**config.mk**
```make
export PLATFORM = sky130hd
export DESIGN_NAME = dec2x4_pulse_seq
export DESIGN_NICKNAME = d
export VERILOG_FILES = /design/src/rtl/dec2x4_pulse_seq.sv
export SDC_FILE = /design/constraint.sdc
export NUM_CORES = 1
export LEC_CHECK = 0
export ABC_AREA = 1
export CORE_AREA = 5 5 42 44
export DETAILED_ROUTE_END_ITERATION = 7
export DIE_AREA = 0 0 47 49
export HOLD_SLACK_MARGIN = 0.15
export PLACE_DENSITY = 0.66
export REMOVE_ABC_BUFFERS = 1
export SETUP_SLACK_MARGIN = 0.02
export SYNTH_ARGS = -nofsm -noshare
export SYNTH_HDL_FRONTEND = slang
export SYNTH_SLANG_ARGS = --single-unit
```
**constraint.sdc**
```tcl
create_clock -name clk -period 3.3 [get_ports clk]
set_input_delay 0.33 -clock clk [delete_from_list [all_inputs] [get_ports clk]]
set_output_delay 0.33 -clock clk [all_outputs]
set_load 0.02 [all_outputs]
```
**src/rtl/dec2x4_pulse_seq.sv**
```systemverilog
// dec2x4_pulse_seq: takes a 2-bit code over a valid/ready handshake and
// drives the matching one-hot line for HOLD_CYCLES cycles. After the hold it
// idles for GAP_CYCLES cycles, and only then accepts the next code.
// Optional build macro DEC_ACTIVE_LOW_EN makes o active-low (idle 4'b1111).
// in_ready, busy and done are the same in both builds.
module dec2x4_pulse_seq #(
  parameter int HOLD_CYCLES = 4,
  parameter int GAP_CYCLES  = 1
) (
  input  logic       clk,
  input  logic       rst_n,
  input  logic       en,
  input  logic       in_valid,
  input  logic [1:0] in_code,
  output logic       in_ready,
  output logic [3:0] o,
  output logic       busy,
  output logic       done
);

  localparam int MAX_HG = (HOLD_CYCLES > GAP_CYCLES) ? HOLD_CYCLES : GAP_CYCLES;
  localparam int CW     = $clog2((MAX_HG > 2) ? MAX_HG : 2);

  localparam logic [CW-1:0] HOLD_LD = CW'(HOLD_CYCLES - 1);
  localparam logic [CW-1:0] GAP_LD  = CW'((GAP_CYCLES > 0) ? (GAP_CYCLES - 1) : 0);

  localparam logic [1:0] S_IDLE = 2'd0;
  localparam logic [1:0] S_HOLD = 2'd1;
  localparam logic [1:0] S_GAP  = 2'd2;

  logic [1:0]    state;
  logic [CW-1:0] cnt;
  logic [1:0]    code;
  logic          done_q;
  logic          accept;
  logic [3:0]    o_act;

  assign in_ready = (state == S_IDLE) && en;
  assign accept   = in_valid && in_ready;
  assign busy     = (state != S_IDLE);
  assign done     = done_q;

  // The one-hot line is decoded from the latched code while in HOLD. This
  // equals a registered one-hot set on accept and cleared on the final hold
  // edge, and it drops to zero at once when reset forces state to IDLE.
  assign o_act = (state == S_HOLD) ? (4'b0001 << code) : 4'b0000;

`ifdef DEC_ACTIVE_LOW_EN
  assign o = ~o_act;
`else
  assign o = o_act;
`endif

  // Sequencer: IDLE -> HOLD (count down the hold) -> optional GAP -> IDLE
  always_ff @(posedge clk or negedge rst_n) begin
    if (!rst_n) begin
      state  <= S_IDLE;
      cnt    <= '0;
      code   <= '0;
      done_q <= 1'b0;
    end else begin
      done_q <= 1'b0;
      case (state)
        S_IDLE: begin
          if (accept) begin
            code  <= in_code;
            cnt   <= HOLD_LD;
            state <= S_HOLD;
          end
        end
        S_HOLD: begin
          if (cnt != '0) begin
            cnt <= cnt - 1'b1;
          end else begin
            done_q <= 1'b1;
            if (GAP_CYCLES > 0) begin
              cnt   <= GAP_LD;
              state <= S_GAP;
            end else begin
              state <= S_IDLE;
            end
          end
        end
        S_GAP: begin
          if (cnt != '0) begin
            cnt <= cnt - 1'b1;
          end else begin
            state <= S_IDLE;
          end
        end
        default: state <= S_IDLE;
      endcase
    end
  end

endmodule

```
==> results of run 1 <==
-- critical path: stages (launching register included) --
cell,delay [ns]
dfrtp_1,0.40
inv_1,0.11
ha_1,0.25
inv_1,0.14
nor3_1,0.15
clkdlybuf4s50_1,0.63
-- cells in the mapped netlist (2+ instances only) --
cell type	n
a21oi_1	2
dfrtp_1	7
ha_1	8
inv_1	13
nand2_1	16
nand2_2	2
nand3_1	6
nand3_2	2
nor2_1	2
nor3_1	4
-- cell type report --
cell class	count	area, um^2
Sequential cell	7	175
Timing Repair Buffer	12	120
Inverter	13	48.8
Fill cell	138	732
Tap cell	16	20.0
Multi-Input combinational cell	45	279
Clock buffer	4	26.3
-- state kept, by name (all words and copies together), names as in the netlist --
register  flops
cnt           2
done          1
code          2
state         2
-- metrics by stage --
stage               utilization, %  cell area [um^2]  setup WS (ns)  cells  power, mW
global placement              45.9               643           1.31     93      0.566
CTS                           47.8               669           1.01     97      0.651
detailed placement            45.9               643           1.30     93      0.570
floorplan                        -               503           1.68     65      0.445
finish                        47.8               669           1.02     97      0.643
global route                  47.8               669          0.827     97      0.725
-- layer usage --
| metal | GRT usage, % | wire length, um | up-vias |
|---|---|---|---|
| li1 | - | - | 236 |
| met4 | 6.91 | 27 | 0 |
| met5 | 0 | 0 | - |
| met3 | 6.64 | 59 | 4 |
| met1 | 13.8 | 448 | 196 |
| met2 | 16.5 | 491 | 7 |
-- how the worst min path moves through the flow --
stage	start	endpoint	slack, ns	cells after the start
after floorplan	rst_n	cnt[0]	0.03	0
after global placement	state[0]	state[0]	0.50	2
after detailed placement	state[0]	state[0]	0.50	2
after CTS	rst_n	code[0]	0.35	1
after global routing	rst_n	state[1]	0.34	1
final	rst_n	cnt[1]	0.33	1
-- cell usage in the layout (no fill, tap or decap) --
cell              n
o21ai_1           1
nor2_1            2
nand2_1          16
inv_1            13
clkbuf_4          3
o21ai_0           1
nand3_2           2
a21oi_1           2
ha_1              8
clkdlybuf4s50_1  12
nor3_1            4
nand2_2           2
clkbuf_1          1
nand3_1           6
o21ai_2           1
dfrtp_1           7
-- power by group through the flow --
stage	clock (mW)	sequential, mW	combinational (mW)
after floorplan	0	0.159	0.287
after global placement	0	0.160	0.405
after detailed placement	0	0.162	0.409
after CTS	0.0807	0.160	0.410
after global routing	0.0913	0.167	0.466
final	0.0788	0.159	0.405
-- cells by family after synthesis --
| family | synth area share (%) |
|---|---|
| fa+ha+maj | 19.9 |
| buf+inv | 9.70 |
| compound gates | 5.72 |
| simple gates | 29.9 |
| flops | 34.8 |
==> results.md, run 1 <==
- Status: completed
- Seq cells post-synth: 7
- CTS tree: yes
- Synth Flop Type: dfrtp_1
- # port buffers: 12
- Leakage power: 0.348 nW
- DP HPWL: 863 um
- CP max FO: 6
- Initial Util: 35.9%
- Final Cycle Share: 69.1%
- Int Pwr: 338 uW
- Logic pwr share: 63.0%
- Worst VDD drop: 0.463 mV
- Setup crit end: o[3]
- Vias: 443
- Setup crit end kind: output pin
- Min Hold Slack: 0.334 ns
- H-Tree Depth: 1
- Final WL: 1.03 mm
- WS Path Type: reg2out
- Fin nets: 96
- Minimum clock period: 2.28 ns
- Die footprint: 2300 um^2
- Syn Inst Count: 65
- Gpl congestion: 0.750
- Seq/Total Area, Yosys: 34.8%
- Worst Max-Slew Pin Slew: 0.324 ns
- Area Overhead vs Synth: 33.1%
- Rel. slew slack: 78.3%
- Switch share: 47.4%
- WP data required: 2.97 ns
- Worst R2R Start: state[0]
- Sw Pwr: 305 uW
- CTS Buf Count: 3
- Root buf cell: clkbuf_4
- Vias per cell: 4.57
- Total track usage: 11.9%
- Final setup viols: 0
- N_diodes: 0
- Clk network pwr share: 12.3%
- Worst-case reg-to-reg path depth: 7
- Worst Skew: 0.00197 ns
- Ys Warns: 0
- Post-CTS Resized: 0
- Postcts setup bufs: 0
- Setup TNS: 0 ns
- Startpoint types: flip-flop
- Sequential fraction of design power: 24.7%
- Routed len/inst: 10.6 um
- Unique cell type count in the Yosys netlist: 13
- Synth top area cells: dfrtp_1 35%, ha_1 20%, nand2_1 12%, inv_1 9.7%, nand3_1 6.0%
- Largest net degree at the start of global routing: 8
- FP Rows: 14
- Synthesized area: 503 um^2
- Initial antenna violation count: 0
- Worst skew pair latency: 0.26 ns
- Async set or reset register ratio after synthesis: 100%
- Clock buffer depth: 2
- # IOs: 13
- Layout cells sized above 1: 9.88%
- Worst-path clk slew: 0.05 ns
- Initial detailed-routing violation count: 3
- First-pass GRT wire length: 1.89 mm
- EDFF count, synth: 0
- R2R Path End: state[1]
- CP Data Arrival Time: 1.95 ns
- Initial DRT Pass Iterations: 3
- Die width: 47 um
- Peak Freq: 439 MHz
- PwrDens: 961 nW/um^2
- Die Height: 49 um
- Top cell type by total area after synthesis: dfrtp_1
- Internal reg-to-reg setup slack: 1.85 ns
- Endpoints failing hold: 0
- ANT nets after route: 0
- Syn Area/Cell: 7.74 um^2
- Slew Limit Fails: 0
- Hold crit path type: in2async
- CORE AREA: 1400 um^2
- Residual DRC: 0
- MaxCap Viol Count: 0
- Worst Setup SP: state[1]
- Clock sinks: 7
- Global route overflow: 0
- Hold Buf Count CTS: 0
- RSZ-0062 raised after global routing: false
- Yosys top cell area share: 34.8%
- Vias in the first global route: 435
Note: power is estimated with default switching activity, not from simulation.
==> run 2, diff against run 1 <==
clock period = 2.1 ns   (was 3.3 ns; I/O delays follow)
==> run 2 against run 1 <==
Sequential share of layout area is the same. Clock-buffer cell count is the same. Critical path depth is the same. Non-clock buffer count is the same. Sequential cell count is the same. Clock skew grew 0.0019 ns. Critical path type unchanged. Largest cell class unchanged. Highest routed layer unchanged.
==> results.md, run 2 (synthesized netlist as in run 1, its figures left out) <==
- Internal reg-to-reg setup slack: 0.64 ns (-1.21 ns)
- Residual DRC: 0 (unchanged)
- Delay-heaviest family, CP: buffers and inverters
- Minimum clock period: 1.99 ns
- Slew Limit Fails: 0 (unchanged)
- H-Tree Depth: 1 (unchanged)
- Crit-path slowest cell: clkdlybuf4s50_1
- Biggest regs: cnt x2, code x2, state x2
- CORE AREA: 1400 um^2 (unchanged)
- Final Cycle Share: 94.7%
- Int Pwr: 526 uW (+56%)
- MaxCap Viol Count: 0 (unchanged)
- Worst-path clk slew: 0.05 ns (about the same)
- CTS Buf Count: 3 (unchanged)
- Final setup viols: 0 (unchanged)
- Vias per cell: 4.62 (+1.1%)
- N_diodes: 0 (unchanged)
- Switch share: 48.5% (+1.1 points)
- # port buffers: 12 (unchanged)
- Die Height: 49 um (unchanged)
- Area Overhead vs Synth: 33.1% (unchanged)
- Worst-case reg-to-reg path depth: 7 (unchanged)
- Fin util: 47.8% (unchanged)
- Gpl congestion: 0.744 (-0.76%)
- Setup crit end kind: output pin
- Die footprint: 2300 um^2 (unchanged)
- Startpoint types: flip-flop
- Clock buffer depth: 2 (unchanged)
- Root buf cell: clkbuf_4
- Initial detailed-routing violation count: 3 (unchanged)
- WP data required: 1.89 ns (-1.08 ns)
- Rel. slew slack: 77.6% (-0.71 points)
- # IOs: 13 (unchanged)
- Largest net degree at the start of global routing: 8 (unchanged)
- Fillers: 159 (+15%)
- Peak Freq: 503 MHz
- Total track usage: 11.3% (-0.57 points)
- Vias: 448 (+1.1%)
- Layout cells sized above 1: 12.3% (+2.5 points)
- Worst Max-Slew Pin Slew: 0.334 ns (+0.0107 ns)
- Critical Path Most Common Cell: inv_1
- Initial antenna violation count: 0 (unchanged)
- Vias in the first global route: 417 (-4.1%)
- Commonest non-fill, non-tap cells in the layout: 16 x nand2_1, 13 x inv_1, 8 x clkdlybuf4s50_1
- Endpoints failing hold: 0 (unchanged)
- Initial DRT Pass Iterations: 4 (+1)
- DP HPWL: 856 um (-0.86%)
- Min Hold Slack: 0.224 ns (-0.111 ns)
- PwrDens: 1530 nW/um^2 (+59%)
- FP Rows: 14 (unchanged)
- CP Data Arrival Time: 1.78 ns (-0.17 ns)
- Worst Setup SP: state[0]
- Logic pwr share: 63.4% (+0.4 points)
- Routed len/inst: 11.2 um (+5.6%)
- Global route overflow: 0 (unchanged)
- WS Path Type: reg2out
- ANT nets after route: 0 (unchanged)
- Most common cell after layout, fill and taps aside: nand2_1
- Worst VDD drop: 0.625 mV (+35%)
- Sequential fraction of design power: 24.7% (about the same)
- Cell Chain, Critical Path: inv_1, ha_2, nand2_1, inv_1, clkdlybuf4s50_1
- Worst R2R Start: state[0]
- Worst skew pair latency: 0.25 ns (about the same)
- First-pass GRT wire length: 1.88 mm (-0.74%)
- Setup TNS: 0 ns (unchanged)
- Sw Pwr: 495 uW (+62%)
- Postcts setup bufs: 0 (unchanged)
- Status: completed
- Clk network pwr share: 11.9% (-0.4 points)
- Crit path buffers/inverters: 3 (unchanged)
- Hold crit path type: in2async
- Initial Util: 35.9% (unchanged)
- Final WL: 1.08 mm (+5.6%)
- Leakage power: 0.362 nW (+4.3%)
- R2R Path End: state[1]
- Clock sinks: 7 (unchanged)
- CTS tree: yes
- Worst Skew: 0.00391 ns (+0.00194 ns)
- CP max FO: 5 (-1)
- Die width: 47 um (unchanged)
- Fin nets: 96 (unchanged)
- Max stage delay on crit path: 0.60 ns (-0.03 ns)
- Hold Buf Count CTS: 0 (unchanged)
- RSZ-0062 raised after global routing: true
-- run 2: changes by cell type in the layout (fill, tap and decap cells not counted), sizes merged --
cell           before  now
clkdlybuf4s50      12    8
dlygate4sd2         0    4
-- run 2: power by group through the flow --
| stage | combinational [mW] | clock, mW | sequential (mW) |
|---|---|---|---|
| after floorplan | 0.450 | 0 | 0.250 |
| after global placement | 0.637 | 0 | 0.253 |
| after detailed placement | 0.645 | 0 | 0.254 |
| after CTS | 0.632 | 0.128 | 0.252 |
| after global routing | 0.729 | 0.140 | 0.262 |
| final | 0.647 | 0.122 | 0.252 |
-- run 2: worst max path at each step --
| stage | endpoint | depth (start not counted) | slack, ns |
|---|---|---|---|
| 6_report | in_ready | 5 | 0.11 |
| 5_1_grt | in_ready | 5 | 0.0004 |
| 4_1_cts | in_ready | 5 | 0.06 |
| 3_5_place_dp | o[2] | 5 | 0.19 |
| 3_3_place_gp | o[1] | 5 | 0.23 |
| 2_1_floorplan | o[0] | 4 | 0.60 |
-- run 2: stage by stage --
stage          cell area (um^2)  instances  worst slack [ns]  power (mW)
3_5_place_dp                643         93             0.191       0.898
2_1_floorplan               503         65             0.604       0.700
4_1_cts                     664         97            0.0588        1.01
3_3_place_gp                643         93             0.227       0.890
5_1_grt                     669         97          0.000416        1.13
6_report                    669         97             0.111        1.02
-- run 2: area by class of cell --
cell class	count	area, um^2	area share [%]
Clock buffer	4	26.3	3.93
Tap cell	16	20.0	2.99
Timing Repair Buffer	12	115	17.2
Multi-Input combinational cell	45	284	42.4
Inverter	13	48.8	7.29
Sequential cell	7	175	26.2
-- run 2: routing by layer --
| metal | track usage, % | vias up | share of wire (%) |
|---|---|---|---|
| met5 | 0 | - | 0 |
| met4 | 4.15 | 0 | 1.0 |
| met3 | 5.54 | 2 | 5.4 |
| met2 | 15.2 | 9 | 51 |
| met1 | 15.4 | 202 | 42 |
| li1 | - | 235 | - |
-- run 2: what timing repair did --
action | in CTS | in global routing
endpoints found under the hold margin | 0 | 0
resized for setup | 4 | 2
endpoints found under the setup margin | 4 | 2
